==> src/rtl/uart_tx_arb.sv <==
// Round-robin arbiter that multiplexes NREQ valid/ready byte streams onto one uart_tx input.
// The winner keeps the grant through tlast or MAXBURST bytes, then an IDLE cycle precedes the next grant.
module uart_tx_arb #(
    parameter int NREQ     = 4,
    parameter int DLEN     = 8,
    parameter int MAXBURST = 16
) (
    input  logic                 clk,
    input  logic                 rst,
    input  logic [NREQ-1:0]      i_req_tvalid,
    output logic [NREQ-1:0]      o_req_tready,
    input  logic [NREQ*DLEN-1:0] i_req_tdata,
    input  logic [NREQ-1:0]      i_req_tlast,
    output logic                 o_tvalid,
    input  logic                 i_tready,
    output logic [DLEN-1:0]      o_tdata,
    output logic [NREQ-1:0]      o_grant,
    output logic                 o_busy
);

    localparam int PW = (NREQ > 1) ? $clog2(NREQ) : 1;
    localparam int BW = $clog2(MAXBURST + 1);

    localparam logic [1:0] ST_IDLE = 2'd0;
    localparam logic [1:0] ST_XFER = 2'd1;

    logic [1:0]      state_q, state_d;
    logic [PW-1:0]   ptr_q, ptr_d;
    logic [NREQ-1:0] grant_q, grant_d;
    logic [BW-1:0]   burst_ct_q, burst_ct_d;

    logic            found_s;
    logic [PW-1:0]   win_s;
    logic [DLEN-1:0] sel_data_s;
    logic            sel_valid_s;
    logic            sel_last_s;
    logic            beat_s;

    // Pick the first requesting port at or after ptr, wrapping around
    always_comb begin
        found_s = 1'b0;
        win_s   = '0;
        for (int i = 0; i < NREQ; i++) begin
            if (!found_s && i_req_tvalid[PW'((int'(ptr_q) + i) % NREQ)]) begin
                found_s = 1'b1;
                win_s   = PW'((int'(ptr_q) + i) % NREQ);
            end else begin
                found_s = found_s;
            end
        end
    end

    // Select the owner's data/valid/last through the one-hot grant
    always_comb begin
        sel_data_s  = '0;
        sel_valid_s = |(i_req_tvalid & grant_q);
        sel_last_s  = |(i_req_tlast & grant_q);
        for (int k = 0; k < NREQ; k++) begin
            if (grant_q[k]) begin
                sel_data_s = sel_data_s | i_req_tdata[k*DLEN +: DLEN];
            end else begin
                sel_data_s = sel_data_s;
            end
        end
    end

    // Zero-latency pass-through while a grant is held; everything quiet otherwise
    always_comb begin
        o_tvalid     = 1'b0;
        o_tdata      = '0;
        o_req_tready = '0;
        beat_s       = 1'b0;
        case (state_q)
            ST_XFER: begin
                o_tvalid     = sel_valid_s;
                o_tdata      = sel_data_s;
                o_req_tready = grant_q & {NREQ{i_tready}};
                beat_s       = sel_valid_s & i_tready;
            end
            default: begin
                o_tvalid = 1'b0;
            end
        endcase
    end

    // Grant / release sequencing; tlast and the burst limit share one release path
    always_comb begin
        state_d    = state_q;
        ptr_d      = ptr_q;
        grant_d    = grant_q;
        burst_ct_d = burst_ct_q;
        case (state_q)
            ST_IDLE: begin
                if (found_s) begin
                    state_d    = ST_XFER;
                    grant_d    = NREQ'(1) << win_s;
                    ptr_d      = PW'((int'(win_s) + 1) % NREQ);
                    burst_ct_d = '0;
                end else begin
                    state_d = ST_IDLE;
                end
            end
            ST_XFER: begin
                if (beat_s && (sel_last_s || burst_ct_q == BW'(MAXBURST - 1))) begin
                    state_d    = ST_IDLE;
                    grant_d    = '0;
                    burst_ct_d = '0;
                end else if (beat_s) begin
                    burst_ct_d = burst_ct_q + BW'(1);
                end else begin
                    burst_ct_d = burst_ct_q;
                end
            end
            default: begin
                state_d    = ST_IDLE;
                grant_d    = '0;
                burst_ct_d = '0;
`ifndef SYNTHESIS
                $error("uart_tx_arb: invalid state %0d", state_q);
`endif
            end
        endcase
    end

    // State registers
    always_ff @(posedge clk or posedge rst) begin
        if (rst) begin
            state_q    <= ST_IDLE;
            ptr_q      <= '0;
            grant_q    <= '0;
            burst_ct_q <= '0;
        end else begin
            state_q    <= state_d;
            ptr_q      <= ptr_d;
            grant_q    <= grant_d;
            burst_ct_q <= burst_ct_d;
        end
    end

    assign o_grant = grant_q;
    assign o_busy  = (state_q == ST_XFER);

endmodule

==> config.mk <==
export PLATFORM = sky130hd
export DESIGN_NAME = uart_tx_arb
export DESIGN_NICKNAME = d
export VERILOG_FILES = /design/src/rtl/uart_tx_arb.sv
export SDC_FILE = /design/constraint.sdc
export NUM_CORES = 1
export LEC_CHECK = 0
export CAP_MARGIN = 0
export CORE_ASPECT_RATIO = 0.7
export CORE_UTILIZATION = 39
export CTS_BUF_LIST = sky130_fd_sc_hd__clkbuf_16
export DETAILED_ROUTE_END_ITERATION = 7
export GPL_TIMING_DRIVEN = 1
export PLACE_DENSITY = 0.85
export SLEW_MARGIN = 20
export SYNTH_ARGS = -nofsm -noshare
export SYNTH_HDL_FRONTEND = slang
export SYNTH_SLANG_ARGS = --single-unit
==> constraint.sdc <==
create_clock -name clk -period 4.3 [get_ports clk]
set_clock_uncertainty 0.05 [all_clocks]
set_input_delay 0.86 -clock clk [delete_from_list [all_inputs] [get_ports clk]]
set_output_delay 0.86 -clock clk [all_outputs]
set_load 0.005 [all_outputs]
======== Word level (Yosys, flattened, before mapping) ========
Index checks and enable logic that the tools add are counted.
operators by class
  reduce and logical (&&, ||, !) cells .... 14
  mux-type cells .......................... 38
  magnitude comparators ................... 4
  bitwise logic cells ..................... 7
  equal/unequal tests ..................... 5
  add/subtract/negate cells ............... 5
  shift-type cells ........................ 1
operators by type and width
  cell                                                        number
  2-to-1 mux 8 bit                                            5
  bitwise OR 8 bit                                            3
  less-than comparator 2 x 4 -> 1 bit, second input constant  4
  2-to-1 mux 1 bit                                            15
  2-to-1 mux 5 bit                                            3
  bitwise AND 4 bit                                           3
  2-to-1 mux 4 bit                                            3
  2-to-1 mux 2 bit                                            5
  case mux 5 bit (2 select lines)                             1
  binary-select mux 1 bit (select 2 bit)                      4
  case mux 4 bit (2 select lines)                             1
  OR reduction 4 bit                                          2
  AND reduction 2 bit                                         3
  adder 5 x 1 -> 5 bit, second input constant                 1
  == test 5 x 4 -> 1 bit, second input constant               1
  adder 2 x 1 -> 2 bit, second input constant                 2
  adder 2 bit, second input constant                          2
  logical AND 1 bit                                           4
  case mux 2 bit (2 select lines)                             1
  << shifter 1 x 2 -> 4 bit, first input constant             1
  logical NOT 1 bit                                           3
  != test 3 x 1 -> 1 bit, second input constant               1
  == test 2 x 1 -> 1 bit, second input constant               1
  logical NOT 2 bit                                           1
  other kinds (4)                                             4
storage, ports and cells
  output and inout bits ................... 18
  register bits after elaboration ......... 13

======== Logic depth before layout (Yosys ltp) ========
Gate-level depths: netlist of the first run.
  word-level depth ........................ 16
  depth in mapped cells ................... 7

======== Least setup slack after synthesis of the first run ========
No wires, ideal clock.
  path kind ............................... input port to output port
  from .................................... in i_req_tvalid[2]
  to ...................................... out o_tvalid
  setup slack ............................. 2050 ps
  arrival time ............................ 1340 ps
  path buffers ............................ 0
  stages on the path ...................... 3
  path through ............................ a22oi_1 > nand2_1 > and2_1
between the ends
  word-level cells in the longest chain between the ends .. 3
ends and longest elaborated chain
  item                line  text
  from (decl)         10    input logic [NREQ-1:0] i_req_tvalid,
  bitwise AND 4 bit   56    sel_valid_s = |(i_req_tvalid & grant_q);
  OR reduction 4 bit  56
  2-to-1 mux 1 bit    73    case (state_q)
  to (decl)           14    output logic o_tvalid,
No other way between the ends.

======== Worst setup path after layout of the first run ========
  from .................................... in i_req_tvalid[0]
  to ...................................... out o_tvalid
The elaborated chain is that of the path after synthesis.

==> results of run 1 <==
[path summary, 6_finish.rpt]
path | startpoint | end | slack, ps
setup / recovery | i_req_tvalid[0] | o_tvalid | 920
hold / removal | burst_ct_q[4] | burst_ct_q[4] | 450
setup reg to reg | burst_ct_q[0] | o_grant[3] | 2190
hold reg to reg | burst_ct_q[4] | burst_ct_q[4] | 450
max in group asynchronous | rst | o_grant[2] | 2970
min in group asynchronous | rst | burst_ct_q[4] | 890
[power by group through the flow]
stage	Sequential [W]	Combinational, W	Clock (W)
floorplan	0.000171	0.000231	0
global placement	0.000223	0.000382	0
detailed placement	0.000221	0.000397	0
CTS	0.000219	0.000405	0.000170
global route	0.000231	0.000439	0.000177
finish	0.000221	0.000405	0.000170
[metal layers]
metal | global-route usage [%] | vias to the layer above | wire (um)
li1 | - | 526 | -
met4 | 9.33 | 0 | 93
met2 | 47.8 | 62 | 1650
met3 | 7.16 | 12 | 208
met5 | 0 | - | 0
met1 | 34.6 | 537 | 1340
[cell type report]
class	count	share of cell area (%)
inverter	6	1.36
sequential	12	18.2
clock buffer	3	4.54
timing repair buffer	60	36.3
tap	32	2.42
multi-input combinational	81	37.2
[logic make-up (layout without fill, tap and decap cells)]
group | Yosys count | count (layout) | share of synthesized area (%)
AOI/OAI and AO/OA | 49 | 49 | 38.3
and+or+nand+nor | 23 | 23 | 14.7
DFF | 12 | 12 | 31.3
buffers and inverters | 12 | 69 | 4.69
adders and majority gates | 6 | 6 | 7.81
muxes | 3 | 3 | 3.26
[critical path, cell delays in order]
cell,delay (ps)
clkdlybuf4s50_1,540
a22oi_1,280
nand2_1,150
and2_1,190
clkdlybuf4s50_1,440
[flip-flops by register name, summed over array words and instances, names as in the netlist]
register	count
o_grant	4
state_q	1
ptr_q	2
burst_ct_q	5
[layout by cell type (no fill, tap or decap), drive strengths merged]
master         count
mux2i              2
a22oi             18
and2               1
a222oi             1
nor4               1
a21o               3
mux2               1
a41oi              1
o221ai             2
clkbuf             3
o21ai              2
a2bb2oi            1
o22a               1
a21boi             8
a31oi              1
clkdlybuf4s50     60
dfrtp             12
inv                6
a21oi              3
and3               5
nand3              2
nor2               3
nand3b             1
nand2b             2
or4                1
o21a               1
nand2              5
a211oi             1
o22ai              1
a22o               5
ha                 6
or2                2
[stage by stage]
step / instance area [um2] / cells
after floorplan: 961 / 105
after global placement: 1580 / 191
after detailed placement: 1580 / 191
after CTS: 1650 / 194
after global routing: 1650 / 194
final: 1650 / 194
==> results.cfg, run 1 <==
[sta]
worst_slew_pin_slew_ps = 527
rsz0062_at_grt = false
finalHoldViolations = 0
slew_viol_final = 0
fin_worst_hold_slack_ps = 453
fin_crit_ps = 3380
setup_viol = 0
fin_tns_setup_ps = 0
fmax_mhz = 296
layout_setup_ws_ps = 924
maxSlewHeadroom_pct = 64.9
min_period_over_period_pct = 78.5

[finish]
multi_input_area_um2 = 616
seq_area_um2 = 300
synthToLayoutAreaGrowth_pct = 72.1
antenna_cells = 0
final_nets = 213
nFillCells = 180
drive_gt1_share_pct = 4.94
utilization_pct = 73.8

[cts]
h-tree-depth = 1
cts_resized = 0
post_cts_buffers = 0
numCtsBuffers = 3
clk_path_buf_depth = 2
postCtsHoldBufs = 0
numClockSinks = 12
cts_tree = done
path_clk_slew_ps = 40
insertion_delay_ps = 240
clock-root-buffer = clkbuf_16

[synthesis]
yosys.area.top_type = dfrtp_1
yosys-top-cells-count = a22oi_1, dfrtp_1, a21boi_0
yosys_register_bits = 12
syn_area_per_cell_um2 = 9.15
synth_top_cell_area_share_pct = 31.3
syn_inst = 105
ys_top_cells_by_area = dfrtp_1, a22oi_1, ha_1
synth_edf_count = 0
synth_cell_types = 32
synth-main-ff-cell = dfrtp_1
yosysSeqAreaShare_pct = 31.3
syn_area_um2 = 961
yosysWarnings = 0
synthesis.nets = 154
yosysMostFrequentCell = a22oi_1
synthArstFlopShare_pct = 100

[place]
place_hpwl_mm = 2.49
routabilityCongestion = 0.809
port_buffers = 60
dp_slack_ps = 956

[setup_path]
required_ps = 3390
crit_type = input pin to primary output
cp.arrival_ps = 2470
cp-end-kind = primary output
r2r_cells = 7
start_kind = input pin
crit_fanout = 6

[global_routing]
grt_pass1_wl_mm = 5.37
grt_pass1_vias = 1171
grt_overflow = 0
grt_max_degree = 21
grt_use_total_pct = 28.1
antenna_found_initial = 0

[outcome]
status = finished, final reports clean

[floorplan]
start_util_pct = 42.9
die_h_um = 43.5
core_area_um2 = 2240
ios = 61
dieWidth_um = 61.3
rows = 14
die-area_um2 = 2670

[detailed_routing]
drtPass1Iterations = 4
num_vias = 1137
first_iter_violations = 54
drc = 0
postRouteAntennaNets = 0
vias_per_cell = 5.86
wl_mm = 3.29
routedWlPerCell_um = 17.0

[pwr]
p_clk_share_pct = 21.3
seq_power_share_pct = 27.8
p_switching_w = 0.000286
leakagePower_nw = 0.681
intPower_w = 0.000510
combPwrFrac_pct = 50.9
p_sw_share_pct = 35.9
ir_worst_vdd_mv = 0.301
power_density_nw_per_um2 = 481
power_w = 0.000796

[min_path]
min_delay_path_depth = 2
hold_path.class = register to register

[run]
maxCapViolations = 0
No activity file was read; power rests on OpenSTA's default activity.
==> run 2: changes to the inputs <==
CORE_UTILIZATION = 33   (was 39)
PLACE_DENSITY = 0.77   (was 0.85)
clock period = 3.05 ns   (was 4.3 ns; I/O delays follow)
==> run 2 against run 1 <==
Effect of this change:
- via count is 1.8% lower
- sequential power grew 43%
- utilization shrank 9.3 points
==> results.cfg, run 2 (same netlist as run 1, synthesis figures left out) <==
[place]
place_hpwl_mm = 2.68
placed_cells = 196
port_buffers = 60
routabilityCongestion = 0.825

[detailed_routing]
postRouteAntennaNets = 0
drtPass1Iterations = 4
wl_mm = 3.38
first_iter_violations = 81
routedWlPerCell_um = 16.9
vias_per_cell = 5.58
num_vias = 1116
drc = 0

[finish]
seq_area_um2 = 300
final_cells = 200
largest_register_ffs = 5
nFillCells = 214
final_common_cell = clkdlybuf4s50_1
layout_common_cells = clkdlybuf4s50_1, a22oi_1, dfrtp_1
multi_input_area_um2 = 616
antenna_cells = 0
final_nets = 216
largest-register = burst_ct_q
drive_gt1_share_pct = 6.63
synthToLayoutAreaGrowth_pct = 75.1

[cts]
numClockSinks = 12
cts_resized = 0
insertion_delay_ps = 240
clk_path_buf_depth = 2
clock-root-buffer = clkbuf_16
h-tree-depth = 1
path_clk_slew_ps = 40
numCtsBuffers = 3
post_cts_buffers = 0
cts_tree = done
postCtsHoldBufs = 0

[global_routing]
grt_use_total_pct = 23.4
grt_pass1_vias = 1025
grt_pass1_wl_mm = 5.20
grt_overflow = 0
antenna_found_initial = 0
grt_max_degree = 21

[run]
maxCapViolations = 0

[min_path]
hold_start = burst_ct_q[0]
hold_path.class = register to register

[floorplan]
ios = 61
dieWidth_um = 66.5
start_util_pct = 36.8
rows = 15
die-area_um2 = 3130
die_h_um = 47.1
core_area_um2 = 2610

[pwr]
power_density_nw_per_um2 = 671
ir_worst_vdd_mv = 0.491
leakagePower_nw = 0.697

[sta]
fin_crit_ps = 2850
fin_tns_setup_ps = 0
slew_viol_final = 0
min_period_over_period_pct = 93.6
rsz0062_at_grt = false
finalHoldViolations = 0
fmax_mhz = 350
worst_slew_pin_slew_ps = 568
maxSlewHeadroom_pct = 62.1
setup_viol = 0

[setup_path]
start_kind = input pin
crit_type = input pin to primary output
required_ps = 2390
cp.arrival_ps = 2190
cp-startpoint = i_req_tvalid[1]
r2r-start = burst_ct_q[0]
crit_fanout = 5
cp-end-kind = primary output

[outcome]
status = finished, final reports clean
-- run 2: cell count changes in the layout (fill, tap and decap cells not counted), sizes merged --
| cell | delta |
|---|---|
| buf | +3 |
| clkinv | +1 |
-- run 2: layer usage --
| metal | track usage, % | wire length, um | part of all wire, % | vias up |
|---|---|---|---|---|
| li1 | - | - | - | 532 |
| met1 | 32.7 | 1510 | 45 | 562 |
| met2 | 36.7 | 1750 | 52 | 18 |
| met3 | 5.83 | 93 | 2.8 | 4 |
| met4 | 6.38 | 25 | 0.74 | 0 |
| met5 | 0 | 0 | 0 | - |
-- run 2: worst max-delay path, stage by stage --
cell	delay, ps
clkdlybuf4s50_1	530
a22oi_1	270
nand2_1	150
and2_1	180
clkdlybuf4s50_1	450
-- run 2: power breakdown --
part           leakage [nW]  total (W)  internal [W]  switching (W)
registers             0.155   0.000317      0.000202       0.000115
clock network        0.0385   0.000245      0.000173      0.0000723
logic                 0.503   0.000566      0.000349       0.000218
total                 0.697    0.00113      0.000723       0.000405
-- run 2: final cells by class --
cell class              instances  area share, %
clock inverters                 1          0.223
clock buffers                   3           4.46
flip-flops and latches         12           17.8
repair buffers                 63           37.0
inverters                       6           1.34
well taps                      34           2.53
multi-input cells              81           36.6
-- run 2: worst paths after layout --
check	cells past startpoint	slack, ps	end
min in group asynchronous	2	640	ptr_q[0]
max in group asynchronous	2	1970	burst_ct_q[1]
worst min register to register	1	480	burst_ct_q[0]
worst max register to register	7	1000	burst_ct_q[3]
worst min-delay path	1	480	burst_ct_q[0]
worst max-delay path	5	200	o_tvalid
-- run 2: per-stage QoR --
stage,power [W],worst slack [ps],hold WS [ps],cell area [um2],util (%)
after floorplan,0.000567,1180,425,961,-
after global placement,0.000864,266,442,1600,61.5
after detailed placement,0.000884,229,473,1600,61.5
after CTS,0.00113,217,482,1680,64.5
after global routing,0.00121,97.5,495,1680,64.5
final,0.00113,196,479,1680,64.5
